===== config.mk =====
export PLATFORM = sky130hd
export DESIGN_NAME = bps_sequencer
export DESIGN_NICKNAME = d
export VERILOG_FILES = /design/src/rtl/bps_pkg.sv /design/src/rtl/bps_sequencer.sv
export SDC_FILE = /design/constraint.sdc
export NUM_CORES = 1
export LEC_CHECK = 0
export ABC_AREA = 1
export CORE_MARGIN = 5
export CORE_UTILIZATION = 25
export CTS_BUF_LIST = sky130_fd_sc_hd__clkbuf_16
export DETAILED_ROUTE_END_ITERATION = 8
export GPL_ROUTABILITY_DRIVEN = 0
export PLACE_DENSITY = 0.46
export SYNTH_ARGS = -nofsm -noshare
export SYNTH_HDL_FRONTEND = slang
export SYNTH_SLANG_ARGS = --single-unit

===== constraint.sdc =====
create_clock -name clk -period 1.68 [get_ports clk]
set_input_delay 0.336 -clock clk [delete_from_list [all_inputs] [get_ports clk]]
set_output_delay 0.336 -clock clk [all_outputs]
set_load 0.005 [all_outputs]

===== src/rtl/bps_pkg.sv =====
// Opcodes shared between the BP-S sequencer and its engines, plus the sequencer state encoding.
package bps_pkg;

   localparam int unsigned OpW = 3;

   localparam logic [OpW-1:0] OP_IDLE       = 3'd0;
   localparam logic [OpW-1:0] OP_LOAD       = 3'd1;
   localparam logic [OpW-1:0] OP_DOWN       = 3'd2;
   localparam logic [OpW-1:0] OP_UP         = 3'd3;
   localparam logic [OpW-1:0] OP_STORE_DOWN = 3'd4;
   localparam logic [OpW-1:0] OP_STORE_UP   = 3'd5;

   typedef enum logic [3:0] {
      StIdle,
      StLoad,
      StLoadW,
      StDown,
      StDownW,
      StStDn,
      StStDnW,
      StUp,
      StUpW,
      StStUp,
      StStUpW
   } seq_state_e;

endpackage


===== src/rtl/bps_sequencer.sv =====
// Master sequencer for TRW-S belief propagation: one LOAD, then num_iters rounds of
// DOWN / STORE_DOWN / UP / STORE_UP broadcast to all engines, gated by their joined stall.
module bps_sequencer
   import bps_pkg::*;
#(
   parameter int unsigned NUM_ENGINES = 4,
   parameter int unsigned ITER_W      = 8,
   parameter int unsigned OP_W        = 3
) (
   input  logic                   clk,
   input  logic                   rst,
   input  logic                   start_i,
   input  logic [ITER_W-1:0]      num_iters_i,
   input  logic [NUM_ENGINES-1:0] engine_mask_i,
   input  logic                   abort_i,
   input  logic [NUM_ENGINES-1:0] bps_stall_i,
   output logic                   stall_o,
   output logic [OP_W-1:0]        bps_opcode_o,
   output logic [ITER_W-1:0]      iter_count_o,
   output logic                   done_o,
   output logic                   aborted_o
);

   seq_state_e             state_q, state_d;
   logic [ITER_W-1:0]      iter_q, iter_d;
   logic [ITER_W-1:0]      num_q, num_d;
   logic [NUM_ENGINES-1:0] mask_q, mask_d;
   logic                   done_q, done_d;
   logic                   aborted_q, aborted_d;
   logic                   js;
   logic [ITER_W-1:0]      iter_inc;
   logic [OpW-1:0]         op;

   // Engines outside the latched mask never hold the sequence.
   assign js       = |(bps_stall_i & mask_q);
   assign iter_inc = iter_q + ITER_W'(1);

   always_comb begin
      state_d   = state_q;
      iter_d    = iter_q;
      num_d     = num_q;
      mask_d    = mask_q;
      done_d    = 1'b0;
      aborted_d = 1'b0;
      if (state_q == StIdle) begin
         if (start_i) begin
            state_d = StLoad;
            num_d   = num_iters_i;
            mask_d  = engine_mask_i;
            iter_d  = '0;
         end
      end else if (abort_i) begin
         state_d   = StIdle;
         aborted_d = 1'b1;
      end else begin
         case (state_q)
            StLoad:  state_d = StLoadW;
            StLoadW: begin
               if (!js) begin
                  if (num_q == '0) begin
                     state_d = StIdle;
                     done_d  = 1'b1;
                  end else begin
                     state_d = StDown;
                  end
               end
            end
            StDown:  state_d = StDownW;
            StDownW: if (!js) state_d = StStDn;
            StStDn:  state_d = StStDnW;
            StStDnW: if (!js) state_d = StUp;
            StUp:    state_d = StUpW;
            StUpW:   if (!js) state_d = StStUp;
            StStUp:  state_d = StStUpW;
            StStUpW: begin
               if (!js) begin
                  iter_d = iter_inc;
                  if (iter_inc == num_q) begin
                     state_d = StIdle;
                     done_d  = 1'b1;
                  end else begin
                     state_d = StDown;
                  end
               end
            end
            default: state_d = StIdle;
         endcase
      end
   end

   always_ff @(posedge clk) begin
      if (rst) begin
         state_q   <= StIdle;
         iter_q    <= '0;
         num_q     <= '0;
         mask_q    <= '0;
         done_q    <= 1'b0;
         aborted_q <= 1'b0;
      end else begin
         state_q   <= state_d;
         iter_q    <= iter_d;
         num_q     <= num_d;
         mask_q    <= mask_d;
         done_q    <= done_d;
         aborted_q <= aborted_d;
      end
   end

   always_comb begin
      op = OP_IDLE;
      case (state_q)
         StLoad:  op = OP_LOAD;
         StDown:  op = OP_DOWN;
         StStDn:  op = OP_STORE_DOWN;
         StUp:    op = OP_UP;
         StStUp:  op = OP_STORE_UP;
         default: op = OP_IDLE;
      endcase
   end

   assign bps_opcode_o = OP_W'(op);
   assign stall_o      = (state_q != StIdle);
   assign iter_count_o = iter_q;
   assign done_o       = done_q;
   assign aborted_o    = aborted_q;

endmodule


==> results.py, run 1 <==
metrics = {
    "hold_path": {
        "holdPathStages": 2,
        "worstHoldStart": "mask_q[0]$_SDFFE_PP0P_",
        "hp-class": "reg -> reg",
    },
    "floorplan": {
        "start_util_pct": 26.07,
        "die_h_microns": 89.03,
        "dieWidth_microns": 89.03,
        "rows": 28,
        "core_sq_um": 5991,
        "ioPinCount": 34,
        "dieArea_sq_um": 7926,
    },
    "timing": {
        "grt_setup_unrepaired": "true",
        "hold_slack_ns": 0.4660,
        "setup_tns_ns": 0,
        "period_needed_ns": 1.640,
        "finClkSkew_ns": 0.005189,
        "hold_violations": 0,
        "fin_crit_sh_pct": 97.60,
        "tightest_slew_ns": 0.3331,
        "clock.fmax_mhz": 609.9,
        "drv_slew": 0,
        "slew_headroom_pct": 77.77,
        "setup_viol": 0,
    },
    "pwr": {
        "p_leak_nw": 0.9945,
        "ir_drop_mv": 0.3367,
        "power.density_nw_per_um2": 596.4,
    },
    "critical_path": {
        "worstPathRequired_ns": 1.34,
        "critPathKind": "reg -> out",
        "critPathLaunchType": "register",
        "r2r_cells": 12,
        "arrival_ns": 1.30,
        "cp-startpoint": "iter_count_o[2]$_SDFFE_PP0P_",
        "crit_path_end_kind": "output port",
        "path_max_fanout": 5,
        "r2r_start": "iter_count_o[1]$_SDFFE_PP0P_",
    },
    "yosys": {
        "yosys_register_bits": 26,
        "yosys_warnings": 0,
        "synth_area_sq_um": 1561,
        "synth_ff_type": "dfxtp_1",
        "async_flop_share_pct": 0,
        "synth_cell_types": 30,
        "netlist_instances": 236,
        "avgSynthCellArea_sq_um": 6.617,
        "synth-seq-area-share_pct": 33.33,
        "syn-num-nets": 257,
        "synth_edf_count": 0,
    },
    "final_layout": {
        "mostFrequentLayoutCell": "nand2_1",
        "final_net_count": 315,
        "mostFrequentLayoutCells": "nand2_1 (47), clkdlybuf4s50_1 (29), inv_1 (25)",
        "antennaDiodeCount": 0,
        "syn_to_final_growth_pct": 54.41,
        "drive_above_1_share_pct": 31.40,
        "final_area_sq_um": 2411,
    },
    "route": {
        "drtIter0Drc": 76,
        "vias_per_cell": 4.644,
        "via_count": 1709,
        "ant_nets": 0,
        "drtPass1Iterations": 4,
        "wl_per_cell_microns": 12.44,
        "wirelength_microns": 4579,
        "drc_errors": 0,
    },
    "clock_tree": {
        "h-tree-depth": 1,
        "numCtsBuffers": 3,
        "cts.reportedPaths.clkPinSlew_ns": 0.07,
        "clkSinkCount": 26,
        "cts_buffer_depth": 2,
        "clkLatencyLatePin_ns": 0.26,
        "cts_tree": "yes",
        "postCtsHoldBufs": 0,
        "cts_root_buf": "clkbuf_16",
    },
    "global_routing": {
        "grt_pass1_wl_microns": 7652,
        "gr-total-overflow": 0,
        "grt_start_max_net_pins": 20,
        "grt_pass1_vias": 1636,
        "antenna_found_initial": 0,
        "grt_util_all_layers_pct": 12.25,
    },
    "placed_design": {
        "dpl_cell_area_sq_um": 2148,
        "dp_hpwl_microns": 3553,
        "numPortBuffers": 33,
    },
    "outcome": {
        "status": "completed",
    },
    "run": {
        "maxCapViolCount": 0,
    },
}
==> synthesized netlist by cell type (2+ instances only) <==
cell | n | area (sq um)
a21oi_1 | 18 | 90.09
a21oi_2 | 7 | 61.31
a22o_1 | 2 | 17.52
buf_6 | 2 | 22.52
clkbuf_1 | 3 | 11.26
dfxtp_1 | 26 | 520.5
inv_1 | 25 | 93.84
inv_6 | 2 | 17.52
nand2_1 | 61 | 229.0
nand2_2 | 6 | 37.54
nand2_4 | 2 | 22.52
nand3_1 | 23 | 115.1
nand4_1 | 5 | 31.28
nor2_1 | 22 | 82.58
nor2_2 | 3 | 18.77
nor3_1 | 4 | 20.02
o21ai_0 | 11 | 55.05
o21bai_1 | 2 | 15.01
==> power by group <==
| group | internal, W | total [W] | switching (W) |
|---|---|---|---|
| Clock | 0.000319 | 0.000549 | 0.000230 |
| Sequential | 0.000637 | 0.000651 | 0.0000142 |
| Combinational | 0.000119 | 0.000238 | 0.000119 |
| Total | 0.00108 | 0.00144 | 0.000363 |
==> sequential cells by signal (all words and copies together), names as in the netlist <==
| name | cells |
|---|---|
| iter_count_o | 8 |
| aborted_o | 1 |
| mask_q | 4 |
| done_o | 1 |
| num_q | 8 |
| state_q | 4 |
==> cell type report <==
type / count / area [sq um]
Sequential cell: 26 / 539.3
Clock buffer: 3 / 75.07
Clock inverter: 1 / 3.754
Fill cell: 637 / 3580
Tap cell: 75 / 93.84
Multi-Input combinational cell: 175 / 1016
Inverter: 28 / 115.1
Timing Repair Buffer: 60 / 568.0
==> metal layers <==
layer | part of all wire [%] | vias to the layer above | GRT usage [%]
li1 | - | 887 | -
met1 | 49 | 781 | 17.27
met2 | 45 | 35 | 18.96
met3 | 3.9 | 6 | 1.659
met4 | 1.4 | 0 | 4.601
met5 | 0 | - | 0
==> through the flow <==
step	utilization, %	worst slack [ns]	total power [W]	cells
finish	40.25	0.04029	0.001438	368
global route	40.25	-0.04726	0.001503	368
CTS	37.55	-0.1476	0.001452	365
detailed placement	35.86	-0.2285	0.0009010	361
global placement	35.86	-0.2036	0.0009006	361
floorplan	-	0.1301	0.0007847	236
==> kinds of logic after synthesis <==
group,count (synthesis),synth area share [%]
compound gates,41,15.71
flops,26,33.33
xor+xnor,2,1.122
fa+ha+maj,1,0.8012
buf+inv,35,10.10
simple gates,131,38.94
==> worst max-delay path, cell delays in order, from the launching register on <==
cell and delay, ns:
dfxtp_2 0.40, buf_4 0.14, clkdlybuf4s50_1 0.50
==> repair_timing <==
item / 4_1_cts / 5_1_grt
gates resized for setup: 12 / 45
setup buffers: 0 / 3
pin swaps: 1 / 19
setup endpoints to repair: 6 / 8
hold endpoints to repair: 0 / 0
==> path summary, 6_finish.rpt <==
path                             endpoint  slack [ns]
setup / recovery          iter_count_o[2]        0.04
hold / removal     mask_q[0]$_SDFFE_PP0P_        0.47
setup reg to reg  state_q[0]$_SDFFE_PP0P_        0.08
hold reg to reg    mask_q[0]$_SDFFE_PP0P_        0.47
Power figures use the tool's default switching activity.
==> inputs of run 2 (changes only) <==
--- a/config.mk
+++ b/config.mk
@@ -6,12 +6,12 @@
 export NUM_CORES = 1
 export LEC_CHECK = 0
 export ABC_AREA = 1
-export CORE_MARGIN = 5
-export CORE_UTILIZATION = 25
+export CORE_MARGIN = 2
+export CORE_UTILIZATION = 45
 export CTS_BUF_LIST = sky130_fd_sc_hd__clkbuf_16
 export DETAILED_ROUTE_END_ITERATION = 8
 export GPL_ROUTABILITY_DRIVEN = 0
-export PLACE_DENSITY = 0.46
+export PLACE_DENSITY = 0.73
 export SYNTH_ARGS = -nofsm -noshare
 export SYNTH_HDL_FRONTEND = slang
 export SYNTH_SLANG_ARGS = --single-unit
==> run 2 against run 1 <==
Clock-buffer cell count unchanged. Clock skew decreased by 0.0039 ns. Sequential power about the same. Hold slack got worse by 0.0035 ns. Maximum frequency increased by 0.13%. Die area decreased by 50%. Via count decreased by 0.59%. Worst setup slack improved by 0.0021 ns. Total power decreased by 1.5%. Register-to-register slack got worse by 0.03 ns. Critical endpoint is now bps_opcode_o[2]. Largest cell class unchanged.
==> results.py, run 2 (synthesis results as in run 1) <==
metrics = {
    "final_layout": {
        "mostFrequentLayoutCell": "nand2_1",
        "mostFrequentLayoutCells": "nand2_1 (54), clkdlybuf4s50_1 (28), inv_1 (24), buf_4 (24), dfxtp_1 (18)",
        "drive_above_1_share_pct": 31.06,
        "antennaDiodeCount": 0,
        "finish.utilization_pct": 70.12,
        "fillers": 294,
        "syn_to_final_growth_pct": 49.84,
        "final_net_count": 316,
    },
    "route": {
        "wl_per_cell_microns": 12.78,
        "wirelength_microns": 4332,
        "vias_per_cell": 5.012,
        "drtPass1Iterations": 4,
        "drtIter0Drc": 76,
        "ant_nets": 0,
        "via_count": 1699,
        "drc_errors": 0,
    },
    "placed_design": {
        "numPortBuffers": 33,
        "dp_slack_ns": -0.2001,
        "dp_hpwl_microns": 2977,
    },
    "global_routing": {
        "gr-total-overflow": 0,
        "grt_util_all_layers_pct": 22.05,
        "antenna_found_initial": 0,
        "grt_start_max_net_pins": 23,
        "grt_pass1_wl_microns": 7031,
        "grt_pass1_vias": 1604,
    },
    "timing": {
        "grt_setup_unrepaired": "true",
        "finClkSkew_ns": 0.001337,
        "clock.fmax_mhz": 610.6,
        "setup_viol": 0,
        "fin_crit_sh_pct": 97.48,
        "drv_slew": 0,
        "tightest_slew_ns": 0.3853,
        "setup_slack_ns": 0.04234,
        "period_needed_ns": 1.638,
        "slew_headroom_pct": 74.08,
        "hold_violations": 0,
    },
    "clock_tree": {
        "cts_root_buf": "clkbuf_16",
        "h-tree-depth": 1,
        "cts.reportedPaths.clkPinSlew_ns": 0.06,
        "postCtsHoldBufs": 0,
        "numCtsBuffers": 3,
        "clkSinkCount": 26,
        "clkLatencyLatePin_ns": 0.26,
        "cts_tree": "yes",
        "cts_buffer_depth": 2,
    },
    "pwr": {
        "p_leak_nw": 0.9645,
        "power.density_nw_per_um2": 605.3,
        "ir_drop_mv": 0.3568,
    },
    "floorplan": {
        "dieArea_sq_um": 3957,
        "die_h_microns": 62.91,
        "core_sq_um": 3337,
        "ioPinCount": 34,
        "start_util_pct": 46.79,
        "rows": 21,
        "dieWidth_microns": 62.91,
    },
    "critical_path": {
        "critPathLaunchType": "register",
        "crit_path_end_kind": "output port",
        "worstPathRequired_ns": 1.34,
        "crit_top_cell": "buf_4",
        "worstPathCellList": "buf_4 -> nor2_4 -> buf_4 -> nor2_1 -> dlygate4sd2_1",
        "slowest_delay_ns": 0.34,
        "path_max_fanout": 3,
        "critPathSlowestCell": "dfxtp_4",
        "arrival_ns": 1.30,
        "critPathKind": "reg -> out",
    },
    "hold_path": {
        "hp-class": "reg -> reg",
    },
    "outcome": {
        "status": "completed",
    },
    "run": {
        "maxCapViolCount": 0,
    },
}
[run 2: power breakdown]
part / switching (W) / internal [W]
clock network: 0.000211 / 0.000316
logic: 0.000121 / 0.000117
registers: 0.0000162 / 0.000636
total: 0.000348 / 0.00107
[run 2: path summary, 6_finish.rpt]
check	start	to	slack [ns]	cells after the start
max	state_q[2]$_SDFFE_PP0P_	bps_opcode_o[2]	0.04	5
min	mask_q[3]$_SDFFE_PP0P_	mask_q[3]$_SDFFE_PP0P_	0.46	2
max reg2reg	state_q[2]$_SDFFE_PP0P_	iter_count_o[2]$_SDFFE_PP0P_	0.05	11
min reg2reg	mask_q[3]$_SDFFE_PP0P_	mask_q[3]$_SDFFE_PP0P_	0.46	2
[run 2: through the flow]
stage / cell area (sq um) / instances / TNS (ns) / power [W] / hold WS, ns
finish: 2340 / 339 / 0 / 0.001416 / 0.4625
global route: 2340 / 339 / -0.1752 / 0.001481 / 0.4874
CTS: 2190 / 334 / -0.02378 / 0.001411 / 0.4650
detailed placement: 2062 / 327 / -1.635 / 0.0008905 / 0.4550
global placement: 2062 / 327 / -1.305 / 0.0008891 / 0.4517
floorplan: 1562 / 236 / 0 / 0.0007847 / 0.4153
[run 2: area by class of cell]
| class | instances | area (sq um) | area share [%] |
|---|---|---|---|
| Clock buffer | 3 | 75.07 | 3.209 |
| Tap cell | 46 | 57.56 | 2.460 |
| Timing Repair Buffer | 61 | 558.0 | 23.85 |
| Multi-Input combinational cell | 175 | 993.5 | 42.46 |
| Inverter | 28 | 115.1 | 4.920 |
| Sequential cell | 26 | 540.5 | 23.10 |
[run 2: metal layers]
layer / vias up / track usage, % / share of wire [%]
met3: 7 / 2.703 / 3.1
li1: 884 / - / -
met1: 761 / 30.02 / 47
met5: - / 0 / 0
met2: 47 / 35.77 / 49
met4: 0 / 7.778 / 1.2
[run 2: timing repair]
item	4_1_cts	5_1_grt
pin swaps	3	12
setup buffers	4	5
hold endpoints to repair	0	0
endpoints found under the setup margin	7	13
resized for setup	19	37
[run 2: worst max-delay path: cells and delay by family, from the launching register on]
family / cells / cell delay [ns]
buffers and inverters: 3 / 0.52
DFF: 1 / 0.34
and+or+nand+nor: 2 / 0.18
==> inputs of run 3 (changes only) <==
--- a/config.mk
+++ b/config.mk
@@ -6,6 +6,7 @@
 export NUM_CORES = 1
 export LEC_CHECK = 0
 export ABC_AREA = 1
+export CAP_MARGIN = 10
 export CORE_MARGIN = 2
 export CORE_UTILIZATION = 45
 export CTS_BUF_LIST = sky130_fd_sc_hd__clkbuf_16
==> results of run 3 <==
Same layout as run 2: the final DEF is identical, and so are final timing and power.
